`src/rtl/param_load_counter.sv`:
```
// param_load_counter: parametrised up/down counter with synchronous load,
// count enable and four boundary modes (wrap, reload-from-base, saturate,
// one-shot). The last loaded value is kept as a restart base, and a
// registered terminal-count pulse marks every boundary step.
//
// Optional feature: define COUNTER_WRAP_COUNT_EN to add the 8-bit output
// wrap_cnt_o, a saturating count of boundary events since the last reset
// or load. Without the macro the port and its logic are absent.
module param_load_counter #(
  parameter int unsigned WIDTH     = 4,
  parameter int unsigned MAX_VAL   = 2**WIDTH - 1,
  parameter int unsigned RESET_VAL = 0
) (
  input  logic             clk,
  input  logic             reset,
  input  logic             load_i,
  input  logic [WIDTH-1:0] load_val_i,
  input  logic             en_i,
  input  logic             up_i,
  input  logic [1:0]       mode_i,
  output logic [WIDTH-1:0] count_o,
  output logic             tc_o,
`ifdef COUNTER_WRAP_COUNT_EN
  output logic [7:0]       wrap_cnt_o,
`endif
  output logic             done_o
);

  localparam logic [WIDTH-1:0] MAX  = WIDTH'(MAX_VAL);
  localparam logic [WIDTH-1:0] RST  = WIDTH'(RESET_VAL);
  localparam logic [WIDTH-1:0] ZERO = '0;

  typedef enum logic [1:0] {
    MODE_WRAP    = 2'b00,
    MODE_RELOAD  = 2'b01,
    MODE_SAT     = 2'b10,
    MODE_ONESHOT = 2'b11
  } mode_e;

  typedef enum logic {
    RUN  = 1'b0,
    DONE = 1'b1
  } state_e;

  state_e           state;
  mode_e            mode;
  logic [WIDTH-1:0] count;
  logic [WIDTH-1:0] base;
  logic [WIDTH-1:0] load_val;
  logic             tc;
  logic             done;
  logic             at_bound;
  logic             step;
`ifdef COUNTER_WRAP_COUNT_EN
  logic [7:0]       wrap_cnt;
`endif

  // Loads never place a value above the top count, so no overflow path exists.
  assign load_val = (load_val_i > MAX) ? MAX : load_val_i;

  // A boundary is an up step at the top value or a down step at zero; a step
  // in the opposite direction from a boundary value is an ordinary step.
  assign at_bound = up_i ? (count == MAX) : (count == ZERO);
  assign step     = en_i && (state == RUN);
  assign mode     = mode_e'(mode_i);

  // Single state register: reset beats load, load beats step, DONE freezes.
  always_ff @(posedge clk) begin
    if (reset) begin
      count <= RST;
      base  <= RST;
      tc    <= 1'b0;
      done  <= 1'b0;
      state <= RUN;
`ifdef COUNTER_WRAP_COUNT_EN
      wrap_cnt <= 8'd0;
`endif
    end else if (load_i) begin
      count <= load_val;
      base  <= load_val;
      tc    <= 1'b0;
      done  <= 1'b0;
      state <= RUN;
`ifdef COUNTER_WRAP_COUNT_EN
      wrap_cnt <= 8'd0;
`endif
    end else if (step) begin
      if (!at_bound) begin
        count <= up_i ? (count + 1'b1) : (count - 1'b1);
        tc    <= 1'b0;
      end else begin
        tc <= 1'b1;
`ifdef COUNTER_WRAP_COUNT_EN
        if (wrap_cnt != 8'hFF) begin
          wrap_cnt <= wrap_cnt + 8'd1;
        end
`endif
        case (mode)
          MODE_WRAP:    count <= up_i ? ZERO : MAX;
          MODE_RELOAD:  count <= base;
          MODE_SAT:     count <= count;
          MODE_ONESHOT: begin
            count <= count;
            state <= DONE;
            done  <= 1'b1;
          end
          default:      count <= count;
        endcase
      end
    end else begin
      tc <= 1'b0;
    end
  end

  assign count_o = count;
  assign tc_o    = tc;
  assign done_o  = done;
`ifdef COUNTER_WRAP_COUNT_EN
  assign wrap_cnt_o = wrap_cnt;
`endif

endmodule

```
`config.mk`:
```
export PLATFORM = sky130hd
export DESIGN_NAME = param_load_counter
export DESIGN_NICKNAME = d
export VERILOG_FILES = /design/src/rtl/param_load_counter.sv
export SDC_FILE = /design/constraint.sdc
export NUM_CORES = 1
export LEC_CHECK = 0
export CAP_MARGIN = 20
export CORE_AREA = 8 8 45 47
export CTS_CLUSTER_DIAMETER = 150
export DETAILED_ROUTE_END_ITERATION = 6
export DIE_AREA = 0 0 53 55
export PLACE_DENSITY = 0.84
export SLEW_MARGIN = 20
export SYNTH_ARGS = -nofsm -noshare
export SYNTH_HDL_FRONTEND = slang
export SYNTH_SLANG_ARGS = --single-unit
```
`constraint.sdc`:
```
create_clock -name clk -period 5.2 [get_ports clk]
set_clock_uncertainty 0.15 [all_clocks]
set_input_delay 0.78 -clock clk [delete_from_list [all_inputs] [get_ports clk]]
set_output_delay 0.78 -clock clk [all_outputs]
set_load 0.005 [all_outputs]
```
-- Word level (Yosys, flattened, before mapping)
Index checks and enable logic that the tools add are counted.
- add/subtract/negate cells: 2
- multipliers: 0
- divide/modulo/power cells: 0
- $lt $le $gt $ge: 1
- eq/ne operators: 5
- shift-type cells: 0
- multiplexer cells: 9
- bitwise gates (word level): 2
- reductions and logical operators: 9
- operators with widths (cell ; count):
    two-way mux 4 bit ; 6
    one-hot mux 4 bit (2 select lines) ; 1
    adder 4 x 1 -> 4 bit, second input constant ; 1
    equality test 2 bit, second input constant ; 2
    equality test 4 bit, second input constant ; 1
    > comparator 4 bit, second input constant ; 1
    zero test 4 bit ; 1
    OR reduction 2 bit ; 2
    subtractor 4 x 1 -> 4 bit, second input constant ; 1
    != test 3 bit, second input constant ; 1
    AND reduction 3 bit ; 1
    OR reduction 3 bit ; 1
    equality test 2 x 1 -> 1 bit, second input constant ; 1
    zero test 2 bit ; 1
    two-way mux 1 bit ; 2
    inverter 1 bit ; 2
    AND reduction 2 bit ; 1
    nonzero test 2 bit ; 1
    logical AND 1 bit ; 1
- register bits after elaboration: 10
- bits in latches: 0
- bits in writable memories: 0
- ROM bits: 0
- output and inout bits: 6
- memories: 0

-- Longest topological paths before layout
Gate-level depths: netlist of run 1.
- depth in word-level cells: 5
- depth in mapped cells: 7
- mapped depth without buffers: 7

-- Least setup slack after synthesis of run 1
No wires, ideal clock.
- kind: input to register
- start: input up_i
- end: register count[3] (netlist: count_o[3])
- library setup time: 0.131 ns
- arrival time: 2.050 ns
- slack: 2.869 ns
- cell stages on the path: 7
- buffers on the path: 0
- cell sequence: inv_1 ha_1 a21oi_1 a21oi_1 or4_1 o211ai_1 a311oi_1
- word-level cells in the longest chain between the ends: 5
- elaborated cells on any way between the ends: 9
- classes of those cells: eq/ne: 1; mux: 7; reduce/logical: 1
- RTL lines (element ; RTL line ; text):
    from (decl) ; 19 ; input logic up_i,
    two-way mux 4 bit ; 99 ; MODE_WRAP: count <= up_i ? ZERO : MAX;
    one-hot mux 4 bit (2 select lines) ; 98 ; case (mode)
    two-way mux 4 bit ; 88 ; if (!at_bound) begin
    two-way mux 4 bit ; 87 ; end else if (step) begin
    two-way mux 4 bit ; 78 ; end else if (load_i) begin
    to (signal assigned) ; 79 ; count <= load_val;
    to (signal assigned) ; 89 ; count <= up_i ? (count + 1'b1) : (count - 1'b1);
    to (signal assigned) ; 99 ;
    to (decl) ; 47 ; logic [WIDTH-1:0] count;
Parallel ways exist; a longest one is shown, timed or not. The select of a mux whose other input is x is not followed.
A chain may end at the register's enable or synchronous reset.

-- Final worst setup path of run 1
Ends and elaborated chain as after synthesis.

==> results of run 1 <==
## routing by layer
| metal | track usage | vias up | share of wire |
|---|---|---|---|
| met5 | 0 | - | 0 |
| met4 | 0.03017 | 0 | 0 |
| met3 | 0.02139 | 0 | 0.083 |
| met2 | 0.2090 | 31 | 0.51 |
| met1 | 0.1271 | 300 | 0.41 |
| li1 | - | 316 | - |
## final timing paths
check / slack (ns) / to / depth (start not counted)
min: 0.32 / base[3] / 2
min reg2reg: 0.32 / base[3] / 2
max reg2reg: 3.26 / count_o[3] / 5
max: 2.35 / count_o[3] / 8
## cell type report
| cell class | count | area (um^2) |
|---|---|---|
| multi-input cells | 60 | 386.6 |
| clock buffers | 3 | 22.52 |
| fillers | 126 | 575.6 |
| flip-flops and latches | 10 | 200.2 |
| well taps | 16 | 20.02 |
| repair buffers | 16 | 160.2 |
| inverters | 5 | 18.77 |
## cell usage after synthesis (all sizes together) (2+ instances only)
| cell | number | area (um^2) |
|---|---|---|
| dfxtp | 10 | 200.2 |
| a21oi | 9 | 45.04 |
| nor2 | 8 | 30.03 |
| inv | 5 | 18.77 |
| nor3 | 5 | 25.02 |
| o21ai | 5 | 25.02 |
| mux2i | 4 | 40.04 |
| buf | 3 | 18.77 |
| nand2 | 3 | 11.26 |
| nand2b | 3 | 18.77 |
| a22oi | 2 | 15.01 |
| ha | 2 | 25.02 |
| nand3 | 2 | 10.01 |
| nand4 | 2 | 12.51 |
## report_power, final
part           internal (uW)  total, uW  switching (uW)
sequential              82.0       88.4            6.38
combinational           29.7       58.2            28.6
clock                   26.6       51.0            24.4
## worst max-delay path, delay by kind of cell
kind	cells	cell delay (ns)
adder cells (fa/ha/maj)	1	0.36
AND/OR/NAND/NOR	1	0.46
buffers and inverters	2	0.75
AO/OA/AOI/OAI	4	0.48
## registers in the layout, indices dropped and copies added, names as in the netlist
| name | cells |
|---|---|
| base | 4 |
| count_o | 4 |
| done_o | 1 |
| tc_o | 1 |
## stage by stage
step	hold WS, ns	power, uW	cell area [um^2]	utilization
floorplan	0.2955	125.4	624.3	-
global placement	0.3040	145.9	785.8	0.5678
detailed placement	0.3197	147.9	785.8	0.5678
CTS	0.3294	199.3	808.3	0.5841
global route	0.3635	213.3	808.3	0.5841
finish	0.3238	197.6	808.3	0.5841
## kinds of logic after synthesis
| kind of cell | share of synthesized area |
|---|---|
| AND/OR/NAND/NOR | 0.2425 |
| AO/OA/AOI/OAI | 0.2265 |
| flip-flops | 0.3206 |
| buffers and inverters | 0.06013 |
| multiplexers | 0.06413 |
| adder cells (fa/ha/maj) | 0.07214 |
| XOR/XNOR | 0.01403 |
==> qor_table.md, run 1 <==
| Group | Metric | Reported |
| --- | --- | --- |
| clock network | CTS root buffer | sky130_fd_sc_hd__clkbuf_4 |
| final layout | Most common cell after layout, fill and taps aside | sky130_fd_sc_hd__clkdlybuf4s50_1 |
| sta | Max Fclk | 350.3 MHz |
| pwr | Total leakage power | 0.0003257 uW |
| setup path | CP Capture Type | flop |
| placed design | Count of input and output buffers | 16 |
| yosys | Count of yosys warnings during synthesis | 0 |
| drt | Total via count in the routed design | 647 |
| clock network | Hold bufs inserted after CTS | 0 |
| drt | Detailed-route wire length | 1537 um |
| setup path | Worst-path maximum fanout | 7 |
| drt | Routed wire length per instance | 13.97 um |
| yosys | Proportion of register bits with asynchronous set or reset after synthesis | 0 |
| final layout | Commonest cells after routing, fill and taps aside | sky130_fd_sc_hd__clkdlybuf4s50_1, sky130_fd_sc_hd__dfxtp_1, sky130_fd_sc_hd__a21oi_1, sky130_fd_sc_hd__nor2_1 |
| global route | Number of global-route vias before repair | 636 |
| setup path | CP cell instances | clkdlybuf4s50_1, inv_1, ha_1, a21oi_1, a21oi_1, or4_1, o211ai_1, a311oi_1 |
| clock network | TritonCTS clock tree | done |
| yosys | Synthesized instance count | 78 |
| sta | RSZ-0062 raised after global routing | no |
| setup path | Launching element type of the critical path | input port |
| min path | Hold Path Class | flop to flop |
| sta | Shortest period the worst path allows | 2.855 ns |
| clock network | Clock-pin transition on the worst setup and hold timing paths | 0.07 ns |
| setup path | Data required time at the worst endpoint | 5.18 ns |
| setup path | Worst endpoint data arrival time | 2.84 ns |
| drt | Number of design-rule violations left by the first detailed-router iteration | 23 |
| clock network | TritonCTS buffer count | 3 |
| run | Max-capacitance violation count | 0 |
| sta | Slew at the pin with the worst max-slew slack | 0.4939 ns |
| final layout | Share of layout cells above drive strength 1 | 0.04255 |
| sta | Worst slew slack as a fraction of its limit | 0.6697 |
| yosys | Cell variety after synth | 30 |
| setup path | Top cell by count, worst path | sky130_fd_sc_hd__a21oi_1 |
| sta | Setup violations, final | 0 |
| clock network | Buffer count from post-CTS setup fixing | 0 |
| drt | Ratio of routed vias to standard cells | 5.882 |
| sta | Fin. Hold Viols | 0 |
| clock network | Clk buf depth | 2 |
| floorplanning | Number of cell rows | 14 |
| global route | First-pass GRT wire length | 2580 um |
| pwr | Pwr dens | 244.4 nW/um^2 |
| sta | Post-route fraction of the period consumed by the critical path | 0.5490 |
| sta | Final number of max-transition violations | 0 |
| clock network | Sink Count | 10 |
| setup path | CP max stage delay | 0.60 ns |
| setup path | Cell at the slowest stage of the critical path | sky130_fd_sc_hd__clkdlybuf4s50_1 |
| placed design | GP Congestion | 0.8626 |
| placed design | Estimated wirelength of the detail-placed design | 1220 um |
| yosys | Nets in the synthesized netlist | 92 |
| yosys | Mean Syn Cell Area | 8.004 um^2 |
| clock network | Skew-Pair Late Insertion Delay | 0.25 ns |
| clock network | H-tree Lvls | 1 |
| floorplanning | Die height | 55 um |
| global route | Total gr overflow | 0 |
| drt | Post-detailed-route count of antenna-violating nets | 0 |
| setup path | Critical Path Start | up_i |
| min path | Worst Min Path Start | base[3] |
| floorplanning | Die boundary width | 53 um |
| final layout | Fin nets | 110 |
| clock network | Quantity of gates resized following cts | 0 |
| global route | GR Util All Layers | 0.1123 |
| final layout | N_diodes | 0 |
| final layout | Non-Filler Instances | 110 |
| yosys | Post-synthesis sequential area ratio | 0.3206 |
| sta | Slack of the critical path | 2.345 ns |
| yosys | Number of enable flip-flop cells after synthesis | 0 |
| floorplanning | Starting density of the core | 0.4512 |
| final layout | Signed area change from the synthesized netlist to the final layout | 29.46% |
| yosys | Summed instance area of the synthesized netlist | 624.3 um^2 |
| pwr | IR Drop Worst-Case VDD | 0.0001366 V |
| floorplanning | Core footprint | 1384 um^2 |
| yosys | Leading register cell type out of synthesis | sky130_fd_sc_hd__dfxtp_1 |
| drt | Total DRC errors in the routed layout | 0 |
| global route | Initial antenna violation count | 0 |
| run status | Status | finished clean |
| placed design | Worst-case setup slack after placement | 2.094 ns |
| floorplanning | I/O Pins | 17 |
| global route | Pin count of the biggest net entering global routing | 15 |
| floorplanning | Die Area | 2915 um^2 |
| setup path | Category of the most critical setup path | input port to flop |
| drt | Number of search-and-repair iterations in the first detailed-routing pass | 4 |
| yosys | Seq cells post-synth | 10 |
| setup path | Critical register-to-register path startpoint | count_o[1] |
| placed design | Number of cells in the design after placement | 107 |
| sta | Setup Total Neg Slack | 0 ns |
No activity file was read; power rests on OpenSTA's default activity.
==> inputs of run 2 (changes only) <==
CORE_AREA = unset   (was 8 8 45 47)
CORE_MARGIN = 8   (was unset)
CORE_UTILIZATION = 41   (was unset)
DIE_AREA = unset   (was 0 0 53 55)
PLACE_DENSITY = 0.78   (was 0.84)
clock period = 2.6 ns   (was 5.2 ns; I/O delays follow)
==> qor_table.md, run 2 (same netlist as run 1, synthesis figures left out) <==
| Group | Metric | Reported |
| --- | --- | --- |
| drt | Routed wire length per instance | 13.94 um |
| final layout | FF+latch area | 200.2 um^2 |
| setup path | Cells on worst reg2reg path | 6 |
| floorplanning | Starting density of the core | 0.4243 |
| placed design | Estimated wirelength of the detail-placed design | 1193 um |
| sta | Final number of max-transition violations | 0 |
| drt | Number of design-rule violations left by the first detailed-router iteration | 16 |
| sta | Setup Total Neg Slack | 0 ns |
| final layout | Signed area change from the synthesized netlist to the final layout | 34.07% |
| sta | RSZ-0062 raised after global routing | no |
| clock network | Hold bufs inserted after CTS | 0 |
| global route | Pin count of the biggest net entering global routing | 15 |
| final layout | Fin nets | 112 |
| sta | Post-route fraction of the period consumed by the critical path | 0.8638 |
| setup path | Top cell by count, worst path | sky130_fd_sc_hd__a21oi_1 |
| setup path | Category of the most critical setup path | input port to flop |
| final layout | N_diodes | 0 |
| drt | Post-detailed-route count of antenna-violating nets | 0 |
| drt | Ratio of routed vias to standard cells | 5.619 |
| floorplanning | Number of cell rows | 14 |
| clock network | Quantity of gates resized following cts | 0 |
| final layout | Filler Cells Inserted | 148 |
| floorplanning | Die height | 55.03 um |
| drt | Detailed-route wire length | 1575 um |
| sta | Fin. Hold Viols | 0 |
| pwr | IR Drop Worst-Case VDD | 0.0003319 V |
| clock network | TritonCTS buffer count | 3 |
| clock network | Clk buf depth | 2 |
| setup path | CP cell instances | clkdlybuf4s50_1, inv_1, ha_1, a21oi_1, a21oi_1, or4_1, o211ai_1, a311oi_1 |
| clock network | Skew-Pair Late Insertion Delay | 0.27 ns |
| setup path | Launching element type of the critical path | input port |
| floorplanning | I/O Pins | 17 |
| setup path | Critical Path Start | up_i |
| run | Max-capacitance violation count | 0 |
| placed design | GP Congestion | 0.8030 |
| placed design | Count of input and output buffers | 16 |
| clock network | TritonCTS clock tree | done |
| clock network | Sink Count | 10 |
| final layout | Combined area of the multi-input logic cells | 386.6 um^2 |
| clock network | CTS root buffer | sky130_fd_sc_hd__clkbuf_4 |
| global route | First-pass GRT wire length | 2601 um |
| sta | Worst slew slack as a fraction of its limit | 0.6736 |
| final layout | Utilization of the core after routing | 0.5689 |
| setup path | CP Capture Type | flop |
| sta | Setup violations, final | 0 |
| drt | Number of search-and-repair iterations in the first detailed-routing pass | 5 |
| pwr | Pwr dens | 527.2 nW/um^2 |
| drt | Total DRC errors in the routed layout | 0 |
| final layout | Cell area after layout | 837.1 um^2 |
| setup path | Worst endpoint data arrival time | 2.25 ns |
| clock network | Buffer count from post-CTS setup fixing | 0 |
| sta | Slew at the pin with the worst max-slew slack | 0.4880 ns |
| floorplanning | Die Area | 3028 um^2 |
| setup path | Worst R2R Setup Slack | 0.69 ns |
| final layout | Most common cell after layout, fill and taps aside | sky130_fd_sc_hd__clkdlybuf4s50_1 |
| sta | Shortest period the worst path allows | 2.246 ns |
| floorplanning | Die boundary width | 55.03 um |
| setup path | Cell at the slowest stage of the critical path | sky130_fd_sc_hd__clkdlybuf4s50_1 |
| setup path | Terminus of the critical flop-to-flop path | count_o[3] |
| setup path | Critical register-to-register path startpoint | count_o[2] |
| run status | Status | finished clean |
| min path | Hold Path Class | flop to flop |
| final layout | Commonest cells after routing, fill and taps aside | sky130_fd_sc_hd__clkdlybuf4s50_1, sky130_fd_sc_hd__dfxtp_1, sky130_fd_sc_hd__a21oi_1, sky130_fd_sc_hd__nor2_1 |
| global route | Total gr overflow | 0 |
| floorplanning | Core footprint | 1471 um^2 |
| setup path | Worst setup path end | count_o[3] |
| drt | Total via count in the routed design | 635 |
| final layout | Share of layout cells above drive strength 1 | 0.07216 |
| global route | Number of global-route vias before repair | 611 |
| placed design | Total cell area at the placement stage | 800.8 um^2 |
| global route | Initial antenna violation count | 0 |
| sta | Max Fclk | 445.3 MHz |
| setup path | Worst-path maximum fanout | 4 |
| global route | GR Util All Layers | 0.1156 |
| min path | Min-Delay Path Depth | 2 |
| clock network | Clock-pin transition on the worst setup and hold timing paths | 0.07 ns |
| pwr | Total leakage power | 0.0003429 uW |
| setup path | CP max stage delay | 0.47 ns |
| setup path | Data required time at the worst endpoint | 2.60 ns |
| clock network | H-tree Lvls | 1 |
[run 2: cell types whose count changed in the layout (fill, tap and decap cells not counted), sizes merged]
cell | previous run | this run
clkbuf | 3 | 4
buf | 0 | 2
[run 2: worst min path at each step]
stage            start      end  slack (ns)
2_1_floorplan  base[3]  base[3]        0.30
3_3_place_gp   base[3]  base[3]        0.31
3_5_place_dp   base[3]  base[3]        0.31
4_1_cts        base[3]  base[3]        0.32
5_1_grt        base[3]  base[3]        0.34
6_report       base[3]  base[3]        0.32
[run 2: cell type report]
class                      instances  share of cell area
sequential                        10              0.2392
clock buffer                       4             0.04335
tap                               16             0.02392
multi-input combinational         60              0.4619
timing repair buffer              18              0.2093
inverter                           5             0.02242
[run 2: through the flow]
step	setup slack, ns	power [uW]	hold slack, ns	std cells
floorplan	0.6590	250.8	0.2955	78
global placement	0.1209	296.4	0.3058	109
detailed placement	0.08084	299.4	0.3127	109
CTS	0.3579	443.2	0.3234	113
global route	0.2444	468.0	0.3414	113
finish	0.3541	441.3	0.3245	113
[run 2: critical path, delay by kind of cell]
family / cells / cell delay (ns)
AND/OR/NAND/NOR: 1 / 0.47
adder cells (fa/ha/maj): 1 / 0.35
AO/OA/AOI/OAI: 4 / 0.48
buffers and inverters: 2 / 0.57
[run 2: where the power goes]
| part | total [uW] | switching [uW] | leakage, uW | internal [uW] |
|---|---|---|---|---|
| combinational | 120 | 57.4 | 0.000240 | 62.9 |
| sequential | 177 | 12.7 | 0.0000824 | 164 |
| clock | 144 | 59.2 | 0.0000210 | 85.2 |
| total | 441 | 129 | 0.000343 | 312 |
[run 2: routing by layer]
layer	track usage	routed length [um]
met4	0.04800	22
met3	0.03209	88
met1	0.1549	731
met5	0	0
met2	0.1698	733
